`config.mk`:
```
export PLATFORM = sky130hd
export DESIGN_NAME = vga_sync_decoder
export DESIGN_NICKNAME = d
export VERILOG_FILES = /design/src/rtl/vga_sync_decoder.sv
export SDC_FILE = /design/constraint.sdc
export NUM_CORES = 1
export LEC_CHECK = 0
export ABC_AREA = 1
export CELL_PAD_IN_SITES_DETAIL_PLACEMENT = 0
export CELL_PAD_IN_SITES_GLOBAL_PLACEMENT = 1
export CORE_UTILIZATION = 40
export CTS_CLUSTER_SIZE = 30
export DETAILED_ROUTE_END_ITERATION = 10
export HOLD_SLACK_MARGIN = 0.12
export PLACE_DENSITY = 0.9
export SLEW_MARGIN = 5
export SYNTH_ARGS = -nofsm -noshare
export SYNTH_HDL_FRONTEND = slang
export SYNTH_SLANG_ARGS = --single-unit
```
`constraint.sdc`:
```
create_clock -name clk_i -period 3.4 [get_ports clk_i]
set_clock_uncertainty 0.1 [all_clocks]
set_input_delay 0.34 -clock clk_i [delete_from_list [all_inputs] [get_ports clk_i]]
set_output_delay 0.34 -clock clk_i [all_outputs]
set_load 0.1 [all_outputs]
```
`src/rtl/vga_sync_decoder.sv`:
```
// Recovers pixel coordinates and line/frame geometry from a raw hsync/vsync/de stream.
// Optional VGA_DEC_STATS_EN adds err_count_o, a saturating count of lock losses.
//
// state   | meaning
// SEARCH  | waiting for the first vsync leading edge; partial frame ignored
// MEASURE | capturing geometry each frame, counting consecutive matches
// LOCKED  | geometry stable; any mismatch or overflow drops lock
`timescale 1ns/1ps
module vga_sync_decoder #(
    parameter int HSZ         = 10,
    parameter int VSZ         = 10,
    parameter int SYNC_NEG    = 1,
    parameter int LOCK_FRAMES = 2
) (
    input  logic           clk_i,
    input  logic           rst_i,
    input  logic           hsync_i,
    input  logic           vsync_i,
    input  logic           de_i,
    output logic           de_o,
    output logic [HSZ-1:0] hcount_o,
    output logic [VSZ-1:0] vcount_o,
    output logic           line_start_o,
    output logic           frame_start_o,
    output logic [HSZ-1:0] htotal_o,
    output logic [HSZ-1:0] hactive_o,
    output logic [VSZ-1:0] vactive_o,
    output logic           locked_o,
    output logic           lock_lost_o
`ifdef VGA_DEC_STATS_EN
    ,
    output logic [15:0]    err_count_o
`endif
);

    localparam logic           POL     = (SYNC_NEG != 0);
    localparam int             MW      = $clog2(LOCK_FRAMES + 1);
    localparam logic [MW-1:0]  LOCK_N  = MW'(LOCK_FRAMES);
    localparam logic [HSZ-1:0] HMAX    = '1;
    localparam logic [HSZ-1:0] HMAX_M1 = {{(HSZ-1){1'b1}}, 1'b0};

    typedef enum logic [1:0] {SEARCH, MEASURE, LOCKED} state_t;

    state_t         state;
    logic [MW-1:0]  match_cnt;
    logic           hs_r, vs_r, de_r, hs_p, vs_p, de_p;
    logic           hs_lead, vs_lead, de_rise, de_fall;
    logic [HSZ-1:0] h_cnt, h_line, a_cnt, a_line;
    logic [VSZ-1:0] v_cnt;
    logic           ovf_frame, ovf_evt;
    logic [HSZ-1:0] h_cap, a_cap;
    logic [VSZ-1:0] v_cap;
    logic           set_match, lost_evt;
    logic [MW-1:0]  match_inc;

    assign de_o = de_r;

    // Inputs are made active-high here; edges come from the registered copies.
    always_ff @(posedge clk_i) begin
        if (rst_i) begin
            hs_r <= 1'b0;
            vs_r <= 1'b0;
            de_r <= 1'b0;
            hs_p <= 1'b0;
            vs_p <= 1'b0;
            de_p <= 1'b0;
        end else begin
            hs_r <= hsync_i ^ POL;
            vs_r <= vsync_i ^ POL;
            de_r <= de_i;
            hs_p <= hs_r;
            vs_p <= vs_r;
            de_p <= de_r;
        end
    end

    assign hs_lead = hs_r & ~hs_p;
    assign vs_lead = vs_r & ~vs_p;
    assign de_rise = de_r & ~de_p;
    assign de_fall = ~de_r & de_p;

    // Coordinates are computed in the same stage as de_r so they line up with de_o.
    always_ff @(posedge clk_i) begin
        if (rst_i) begin
            hcount_o     <= '0;
            vcount_o     <= '0;
            line_start_o <= 1'b0;
        end else begin
            line_start_o <= de_i & ~de_r;
            hcount_o     <= (de_i & de_r) ? hcount_o + HSZ'(1) : '0;
            if (vs_lead)
                vcount_o <= '0;
            else if (~de_i & de_r)
                vcount_o <= vcount_o + VSZ'(1);
        end
    end

    assign ovf_evt = ~hs_lead & (h_cnt == HMAX_M1);

    always_ff @(posedge clk_i) begin
        if (rst_i) begin
            h_cnt     <= '0;
            h_line    <= '0;
            a_cnt     <= '0;
            a_line    <= '0;
            v_cnt     <= '0;
            ovf_frame <= 1'b0;
        end else begin
            if (hs_lead) begin
                h_cnt  <= HSZ'(1);
                h_line <= h_cnt;
            end else if (h_cnt != HMAX) begin
                h_cnt <= h_cnt + HSZ'(1);
            end
            if (de_rise)
                a_cnt <= HSZ'(1);
            else if (de_r && a_cnt != HMAX)
                a_cnt <= a_cnt + HSZ'(1);
            if (de_fall)
                a_line <= a_cnt;
            if (vs_lead) begin
                v_cnt     <= '0;
                ovf_frame <= ovf_evt;
            end else begin
                if (de_fall)
                    v_cnt <= v_cnt + VSZ'(1);
                if (ovf_evt)
                    ovf_frame <= 1'b1;
            end
        end
    end

    // A line or active run that ends on the vsync edge itself belongs to the closing frame.
    assign h_cap     = hs_lead ? h_cnt : h_line;
    assign a_cap     = de_fall ? a_cnt : a_line;
    assign v_cap     = v_cnt + VSZ'(de_fall);
    assign set_match = (h_cap == htotal_o) && (a_cap == hactive_o) && (v_cap == vactive_o)
                       && !ovf_frame && !ovf_evt;
    assign match_inc = (match_cnt == LOCK_N) ? LOCK_N : match_cnt + MW'(1);
    assign lost_evt  = (state == LOCKED) && (ovf_evt || (vs_lead && !set_match));

    always_ff @(posedge clk_i) begin
        if (rst_i) begin
            state         <= SEARCH;
            match_cnt     <= '0;
            locked_o      <= 1'b0;
            lock_lost_o   <= 1'b0;
            frame_start_o <= 1'b0;
            htotal_o      <= '0;
            hactive_o     <= '0;
            vactive_o     <= '0;
        end else begin
            frame_start_o <= vs_lead;
            lock_lost_o   <= lost_evt;
            if (ovf_evt) begin
                state     <= SEARCH;
                match_cnt <= '0;
                locked_o  <= 1'b0;
            end else if (vs_lead) begin
                case (state)
                    SEARCH: begin
                        state     <= MEASURE;
                        match_cnt <= '0;
                    end
                    MEASURE: begin
                        htotal_o  <= h_cap;
                        hactive_o <= a_cap;
                        vactive_o <= v_cap;
                        if (set_match) begin
                            match_cnt <= match_inc;
                            if (match_inc == LOCK_N) begin
                                state    <= LOCKED;
                                locked_o <= 1'b1;
                            end
                        end else begin
                            match_cnt <= '0;
                        end
                    end
                    LOCKED: begin
                        htotal_o  <= h_cap;
                        hactive_o <= a_cap;
                        vactive_o <= v_cap;
                        if (!set_match) begin
                            state     <= MEASURE;
                            match_cnt <= '0;
                            locked_o  <= 1'b0;
                        end
                    end
                    default: begin
                        state     <= SEARCH;
                        match_cnt <= '0;
                        locked_o  <= 1'b0;
                    end
                endcase
            end
        end
    end

`ifdef VGA_DEC_STATS_EN
    always_ff @(posedge clk_i) begin
        if (rst_i)
            err_count_o <= '0;
        else if (lost_evt && err_count_o != 16'hFFFF)
            err_count_o <= err_count_o + 16'd1;
    end
`endif

endmodule

```
==> results of run 1 <==
-- area by class of cell --
| class | instances | share of cell area |
|---|---|---|
| clock buffers | 21 | 0.06515 |
| clock inverters | 11 | 0.02642 |
| inverters | 115 | 0.06243 |
| multi-input cells | 550 | 0.3842 |
| flip-flops and latches | 115 | 0.3330 |
| well taps | 176 | 0.03185 |
| repair buffers | 68 | 0.09700 |
-- worst paths after layout --
check	depth (start not counted)	from	to	slack [ns]
setup reg to reg	20	de_p$_SDFF_PP0_	state[0]$_SDFFE_PP0P_	0.68
setup / recovery	20	de_p$_SDFF_PP0_	state[0]$_SDFFE_PP0P_	0.68
hold reg to reg	1	vs_p$_SDFF_PP0_	frame_start_o$_SDFF_PP0_	0.32
hold / removal	1	vs_p$_SDFF_PP0_	frame_start_o$_SDFF_PP0_	0.32
-- state kept, by name (all words and copies together), names as in the netlist, 10 cells and up --
name and flops:
a_cnt 10, a_line 10, h_cnt 10, h_line 10, hactive_o 10, hcount_o 10
htotal_o 10, v_cnt 10, vactive_o 10, vcount_o 10
-- logic make-up after synthesis --
logic type | after synthesis | synth area share
simple gates | 396 | 0.3141
buf+inv | 135 | 0.09541
compound gates | 131 | 0.1223
flops | 115 | 0.4200
fa+ha+maj | 13 | 0.02967
xor+xnor | 10 | 0.01849
-- cell usage in the layout, fill, tap and decap left out, types with 5 or more instances in the layout --
master	netlist	layout
o21ai_0	51	51
nand3_1	68	68
inv_1	107	107
nand3b_1	15	15
nand2_1	185	185
nor2_1	82	82
buf_4	3	8
a21oi_1	67	67
xor2_1	7	7
clkinv_2	0	5
a31oi_1	5	5
clkbuf_16	0	17
nor3_1	21	21
clkdlybuf4s50_1	0	59
nand4_1	6	6
bufinv_16	0	5
inv_2	7	7
ha_1	13	13
dfxtp_1	115	115
nor4_1	5	5
-- through the flow --
stage	setup WS (ns)	std cells	hold slack (ns)	area [µm²]	util
detailed placement	0.6845	1024	0.3178	6281	0.4724
finish	0.6756	1056	0.3211	6914	0.5200
CTS	0.6768	1056	0.3128	6914	0.5200
floorplan	0.3259	800	0.3005	5482	-
global placement	0.7780	1024	0.3116	6281	0.4724
global route	0.3435	1056	0.3460	6914	0.5200
-- critical path: cells and delay by family (launching register included) --
| kind | cells | cell delay, ns |
|---|---|---|
| fa+ha+maj | 2 | 0.41 |
| buf+inv | 2 | 0.14 |
| compound gates | 1 | 0.12 |
| simple gates | 15 | 1.30 |
| flops | 1 | 0.59 |
-- per-layer routing --
metal  global-route usage  vias to the layer above  routed length (µm)
li1                     -                     2729                   -
met1               0.2539                     2306                6497
met2               0.3140                       96                5962
met3              0.05268                       18                 614
met4              0.08544                        0                 229
met5                    0                        -                   0
-- power by group through the flow --
stage / Clock, mW / Combinational [mW] / Sequential [mW]
5_1_grt: 2.04 / 0.436 / 1.43
6_report: 1.94 / 0.398 / 1.42
2_1_floorplan: 0 / 0.183 / 1.56
3_3_place_gp: 0 / 0.396 / 1.45
4_1_cts: 1.97 / 0.400 / 1.42
3_5_place_dp: 0 / 0.397 / 1.45
==> impl_results.md, run 1 <==
- Antenna diodes: 0
- Final period util: 0.8013
- Seq pwr share: 0.379
- Synthesis-to-layout area growth: 26.14%
- CP max stage cell: dfxtp_1
- Most frequent cell after synthesis: nand2_1
- Initial core utilization: 0.4123
- CTS tree: done
- Int Power: between 2 and 3 mW
- FILL cells: about 1300
- Number of port buffers: 59
- Worst vdd ir: 0.2832 mV
- Count of different cell masters after synthesis: 30
- Tot GR Track Use: 0.1986
- Vias per cell: between 4 and 5
- Fin. max-slew vios: 0
- Logic pwr share: 0.106
- Slew @ Worst Pin: just under 1 ns
- Post-synth EDFFs: 0
- I/O pin cnt: 60
- Crit-path max cell delay: 0.59 ns
- CP endpoint kind: register
- Synth Register Bits: 115
- Core ar.: 0.01330 mm²
- First-pass DRT Iterations: 4
- Synth area leader: dfxtp_1
- Max clock buf depth: 2
- CP most frequent cell: nand2_1
- Crit path DAT: between 2 and 3 ns
- CTS HTree Levels: 4
- Post-CTS setup buffer count: 0
- # setup viols final: 0
- Primary FF master, synth: dfxtp_1
- Area of the multi-input gates: between 0.002 and 0.003 mm²
- Detailed Place HPWL: 9374 µm
- Synth cell count leaders: nand2_1 (185), dfxtp_1 (115), inv_1 (107), nor2_1 (82), nand3_1 (68)
- Die H: ~120 µm
- Nets: roughly 890
- Yosys warns: 0
- Top cells by area, synth: dfxtp_1 (42%), nand2_1 (13%), inv_1 (7.3%)
- Psw: about 0.95 mW
- First-pass GRT wire length: between 20000 and 25000 µm
- RePlAce Congestion: 0.8388
- Cell count after synthesis: 800
- Synth top area share: 0.4200
- Leakage power: around 2.8 nW
- RSZ-0062 raised after global routing: false
- Ys async rst share: 0
- Num rows: 42
- Clock sink count: around 120
- Post-CTS Hold Buffers: 0
- Sequential cell area: around 0.0023 mm²
- Syn Nets: roughly 820
- Clk Latency, worst-skew pair: 0.42 ns
- Final ANT Viol Nets: 0
- Startpoint Class: register
- Mean Syn Cell Area: 6.852 µm²
- Routed length per placed instance: 12.60 µm
- Clock Power Share: 0.515
- Largest net degree at the start of global routing: 52
- Switching share of power: 0.2523
- Final wirelength: between 10000 and 15000 µm
- Layout cells sized above 1: 0.05682
- Relative slew slack: 0.3379
- Setup TNS: 0 ns
- Post-synth design cell area: approximately 0.0055 mm²
- Register area share after synthesis: 0.4200
- DRC violations left: 0
- Vias: between 5000 and 6000
- Worst setup path class: register to register
- Worst-path maximum fanout: 14
- Die Span X: between 100 and 150 µm
- Post-CTS resize count: 0
- Max frequency: 367.1 MHz
- Die area: between 0.01 and 0.015 mm²
- Vias in the first global route: between 4000 and 5000
- Root Buffer: clkbuf_16
- Hold WC Path Type: register to register
- Post-route minimum period: 2.724 ns
- Iteration-0 DRC Markers: about 290
- Total of max-cap violations: 0
- Clock transition at path regs: roughly 0.050 ns
- Total CTS buffers: 17
- Fin. Hold Viols: 0
- Status: complete, no violations
- Initial antenna violation count: 0
- Req. time, crit path: approximately 3.7 ns
- Total Power: 3.754 mW
- Critical-path cell list: inv_2 > nor2_2 > ha_1 > ha_1 > inv_1 > nand2_1 > nand3_1 > nand2_1 > nand2_1 > nor2_1 > nand2_1 > nor2_1 > nand2_1 > nor2_1 > nand2_1 > nand2_1 > nand2_2 > nand2_1 > nand2_1 > a21oi_1
- Total grt overflow: 0
- Pwr/cell area: about 540 mW/mm²
Power figures use the tool's default switching activity.
==> run 2, diff against run 1 <==
- CORE_UTILIZATION: 40 -> 36
- PLACE_DENSITY: 0.9 -> 0.86
- clock period: 3.4 -> 2.3 ns (I/O delays scaled with it)
==> impl_results.md, run 2 (synthesized netlist as in run 1, its figures left out) <==
- Largest net degree at the start of global routing: 34
- Crit path DAT: ~2.5 ns
- DP Worst Slack: -0.02667 ns
- Core ar.: between 0.01 and 0.015 mm²
- Critical hold path startpoint: hsync_i
- Post-layout util: 0.4871
- CTS tree: done
- Final wirelength: between 10000 and 15000 µm
- First-pass DRT Iterations: 8
- Final instance area: around 0.007 mm²
- Leakage power: just over 3 nW
- Hold WC Path Type: primary input to register
- CP endpoint kind: register
- Num rows: 44
- Detailed Place HPWL: 10310 µm
- Relative slew slack: 0.5582
- Initial core utilization: 0.3729
- # setup viols final: 2
- Post-route minimum period: 2.313 ns
- Sequential cell area: 0.002308 mm²
- Die H: approximately 130 µm
- Vias in the first global route: roughly 5000
- Vias per cell: between 4 and 5
- Critical R2R Capture: state[1]$_SDFFE_PP0P_
- CTS HTree Levels: 4
- Most frequent cells in the layout: nand2_1 (176), dfxtp_1 (112), inv_1 (106), buf_4 (90), nor2_1 (79)
- Total Power: roughly 5.7 mW
- Nets: slightly above 900
- Violated checks: DRC, setup timing
- RSZ-0062 raised after global routing: true
- Worst vdd ir: about 0.50 mV
- Slew @ Worst Pin: 0.6603 ns
- Fin. Hold Viols: 0
- Pwr/cell area: between 700 and 800 mW/mm²
- Clock transition at path regs: ~0.050 ns
- FILL cells: between 1000 and 1500
- Setup TNS: -0.02345 ns
- Req. time, crit path: about 2.5 ns
- Initial antenna violation count: 0
- Worst hold endpoint: hs_r$_SDFF_PP0_
- I/O pin cnt: 60
- Number of port buffers: just under 60
- Root Buffer: clkbuf_16
- Status: finished with violations
- Die Span X: 125.4 µm
- Final ANT Viol Nets: 0
- DRC violations left: 7
- Antenna diodes: 0
- Commonest non-fill, non-tap cell in the layout: nand2_1
- Fin. max-slew vios: 0
- RePlAce Congestion: around 0.8
- Tot GR Track Use: 0.1891
- Placed cell area: 0.006384 mm²
- Flop2flop setup slack: -0.01 ns
- Vias: 5227
- Area of the multi-input gates: between 0.002 and 0.003 mm²
- Int Power: between 4 and 5 mW
- Max frequency: ~430 MHz
- Total CTS buffers: 17
- Post-route setup slack: -0.01291 ns
- Switching share of power: 0.2491
- Clk Latency, worst-skew pair: between 0.4 and 0.5 ns
- Total of max-cap violations: 0
- Die area: around 0.016 mm²
- Psw: 1.424 mW
- Final period util: 1.006
- Placed Cells: 1058
- Worst Reg-to-Reg Cells: 18
- Synthesis-to-layout area growth: 30.61%
- Total grt overflow: 0
- Fin Hold WS: about 0.22 ns
- Layout Cells excl Fill: ~1100
- FF-to-FF Start: de_o$_SDFF_PP0_
- Logic pwr share: 0.109
- Seq pwr share: 0.367
- Clock sink count: approximately 120
- Worst-path maximum fanout: 7
- Routed length per placed instance: between 10 and 15 µm
- Layout cells sized above 1: 0.1740
- Clock Power Share: 0.524
- Iteration-0 DRC Markers: 335
- Startpoint Class: register
- Worst setup path class: register to register
- Hold path cells: 2
- First-pass GRT wire length: around 24000 µm
- Max clock buf depth: 2
-- run 2: worst max-delay path, stage by stage (launching register included) --
cell and delay [ns]:
dfxtp_4 0.35, nor2_4 0.13, ha_4 0.16, ha_4 0.15, nand2_2 0.08, nand2_2 0.10, nand2_1 0.05, nand2_1 0.06
nand2_1 0.05, nor2_1 0.11, nand2_1 0.06, nor2_1 0.12, nand2_2 0.10, nor2_4 0.12, nand2_2 0.08, nand2_4 0.09
nand2_8 0.07, nand3b_1 0.14, a21oi_1 0.07
-- run 2: layout make-up --
cell class | instances | area share
Multi-Input combinational cell | 550 | 0.3866
Sequential cell | 115 | 0.3224
Timing Repair Buffer | 96 | 0.1043
Clock buffer | 24 | 0.07008
Inverter | 115 | 0.06064
Tap cell | 184 | 0.03216
Clock inverter | 8 | 0.02377
-- run 2: power groups by stage --
stage	Sequential, mW	Clock [mW]	Combinational (mW)
after floorplan	2.31	0	0.272
after global placement	2.14	0	0.606
after detailed placement	2.14	0	0.608
after CTS	2.10	3.04	0.613
after global routing	2.10	3.14	0.683
final	2.10	3.00	0.623
-- run 2: timing repair --
action                     CTS  global route
resized for setup            3            24
hold buffers                 0             0
buffers inserted             1             1
setup endpoints to repair    5             6
pin swaps                    4            11
gates cloned                 0             0
-- run 2: worst max-delay path by stage --
stage,startpoint,to,slack [ns],cells past startpoint
6_report,de_o$_SDFF_PP0_,state[1]$_SDFFE_PP0P_,-0.01,18
5_1_grt,de_o$_SDFF_PP0_,state[1]$_SDFFE_PP0P_,-0.17,18
4_1_cts,de_p$_SDFF_PP0_,match_cnt[1]$_SDFFE_PP0P_,0.009,20
3_5_place_dp,de_p$_SDFF_PP0_,state[0]$_SDFFE_PP0P_,-0.03,20
3_3_place_gp,de_p$_SDFF_PP0_,state[1]$_SDFFE_PP0P_,0.0002,17
2_1_floorplan,de_o$_SDFF_PP0_,locked_o$_SDFFE_PP0P_,-0.03,18
-- run 2: per-layer routing --
| layer | vias to the layer above | wire length, µm | share of wire | track usage |
|---|---|---|---|---|
| met5 | - | 0 | 0 | 0 |
| met4 | 0 | 150 | 0.011 | 0.05811 |
| met3 | 14 | 593 | 0.042 | 0.04835 |
| met2 | 91 | 6589 | 0.47 | 0.3135 |
| met1 | 2340 | 6762 | 0.48 | 0.2407 |
| li1 | 2782 | - | - | - |
==> run 3, diff against run 2 <==
- RECOVER_POWER: unset -> 100
==> impl_results.md, run 3 (synthesized netlist as in run 1, its figures left out) <==
- Flop2flop setup slack: -0.02 ns
- Worst Reg-to-Reg Cells: 18
- Total Power: about 5.7 mW
- CP endpoint kind: register
- Final period util: 1.007
- Req. time, crit path: between 2 and 3 ns
- Critical R2R Capture: state[1]$_SDFFE_PP0P_
- Synthesis-to-layout area growth: 27.09%
- First-pass GRT wire length: around 24000 µm
- Tot GR Track Use: 0.1891
- # setup viols final: 2
- Status: finished with violations
- Most frequent cells in the layout: nand2_1 (176), dfxtp_1 (112), inv_1 (108), nor2_1 (79), nand3_1 (66)
- Relative slew slack: 0.2131
- RePlAce Congestion: 0.8191
- Clk Latency, worst-skew pair: roughly 0.42 ns
- Startpoint Class: register
- Fin. max-slew vios: 0
- CTS tree: done
- Fin. Hold Viols: 0
- Leakage power: just under 3 nW
- Routing usage on met3: 0.04835
- Total grt overflow: 0
- Hold path cells: 2
- Clock sink count: around 120
- Violated checks: DRC, setup timing
- Placed cell area: approximately 0.0064 mm²
- Antenna diodes: 0
- M2 GR Usage: 0.3135
- Setup crit start: de_o$_SDFF_PP0_
- Hold WC Path Type: primary input to register
- End of the critical path: state[1]$_SDFFE_PP0P_
- Total CTS buffers: 17
- FF-to-FF Start: de_o$_SDFF_PP0_
- DRC violations left: 7
- Die H: 125.4 µm
- Max frequency: about 430 MHz
- Num rows: between 40 and 50
- Nets: around 910
- RSZ-0062 raised after global routing: true
- Worst vdd ir: slightly above 0.5 mV
- Post-layout util: 0.4740
- I/O pin cnt: 60
- Commonest non-fill, non-tap cell in the layout: nand2_1
- Slew @ Worst Pin: 1.185 ns
- Post-CTS Hold Buffers: 0
- Largest net degree at the start of global routing: 34
- Met1 Use GR: 0.2407
- GRT busiest layer: met2
- Final instance area: 0.006967 mm²
- Initial core utilization: 0.3729
- Final wirelength: 14100 µm
- Worst-path maximum fanout: 7
- Total of max-cap violations: 0
- First-pass DRT Iterations: 7
- Post-route setup slack: -0.01540 ns
- Vias in the first global route: just under 5000
- Max clock buf depth: 2
- Worst setup path class: register to register
- Detailed Place HPWL: around 10000 µm
- Die Span X: ~130 µm
- Vias: approximately 5200
- Routed length per placed instance: roughly 13 µm
- Core ar.: 0.01470 mm²
- Setup TNS: -0.02842 ns
- CTS HTree Levels: 4
- Post-route minimum period: ~2.3 ns
- Crit path DAT: about 2.5 ns
- Die area: 0.01572 mm²
- Clock transition at path regs: roughly 0.050 ns
- Number of port buffers: 59
- Root Buffer: clkbuf_16
- Final ANT Viol Nets: 0
- Pwr/cell area: 818.1 mW/mm²
- Initial antenna violation count: 0
- Vias per cell: approximately 4.8
- Iteration-0 DRC Markers: approximately 340
- Layout cells sized above 1: 0.1476
==> run 3: layout make-up <==
cell class,instances,area [µm²]
Sequential cell,115,2308
Multi-Input combinational cell,550,2768
Clock buffer,24,501.7
Clock inverter,8,170.2
Timing Repair Buffer,96,554.3
Inverter,115,434.2
Fill cell,1507,7732
Tap cell,184,230.2
==> run 3: timing repair <==
action                     4_1_cts  5_1_grt
setup endpoints to repair        5        6
resized for setup                3       24
pin swaps                        4       11
buffers inserted                 1        1
==> run 3: worst min path at each step <==
| stage | startpoint | to | slack (ns) |
|---|---|---|---|
| floorplan | hsync_i | hs_r$_SDFF_PP0_ | 0.20 |
| global placement | vs_p$_SDFF_PP0_ | frame_start_o$_SDFF_PP0_ | 0.31 |
| detailed placement | vs_p$_SDFF_PP0_ | frame_start_o$_SDFF_PP0_ | 0.33 |
| CTS | hsync_i | hs_r$_SDFF_PP0_ | 0.20 |
| global route | hsync_i | hs_r$_SDFF_PP0_ | 0.24 |
| finish | hsync_i | hs_r$_SDFF_PP0_ | 0.22 |
==> run 3: metal layers <==
metal	share of wire	wire [µm]
met5	0	0
met3	0.038	530
met2	0.47	6585
met4	0.011	149
met1	0.48	6831
==> run 3: critical path, cell delays in order (launching register included) <==
cell and delay (ns):
dfxtp_4 0.35, nor2_4 0.13, ha_4 0.16, ha_4 0.14
nand2_2 0.08, nand2_2 0.10, nand2_1 0.05, nand2_1 0.06
nand2_1 0.05, nor2_1 0.11, nand2_1 0.06, nor2_1 0.12
nand2_2 0.10, nor2_4 0.12, nand2_2 0.08, nand2_4 0.09
nand2_8 0.07, nand3b_1 0.14, a21oi_1 0.07
==> run 3: power breakdown <==
group | internal (mW) | total [mW] | switching (mW)
clock network | 2.07 | 3.00 | 0.939
registers | 2.05 | 2.09 | 0.0444
logic | 0.155 | 0.600 | 0.445
==> run 3: through the flow <==
step,setup slack (ns),std cells,hold slack (ns)
floorplan,-0.03222,800,0.1967
global placement,0.0002212,1058,0.3107
detailed placement,-0.02667,1058,0.3273
CTS,0.008715,1091,0.2043
global route,-0.1726,1092,0.2444
finish,-0.01540,1092,0.2199
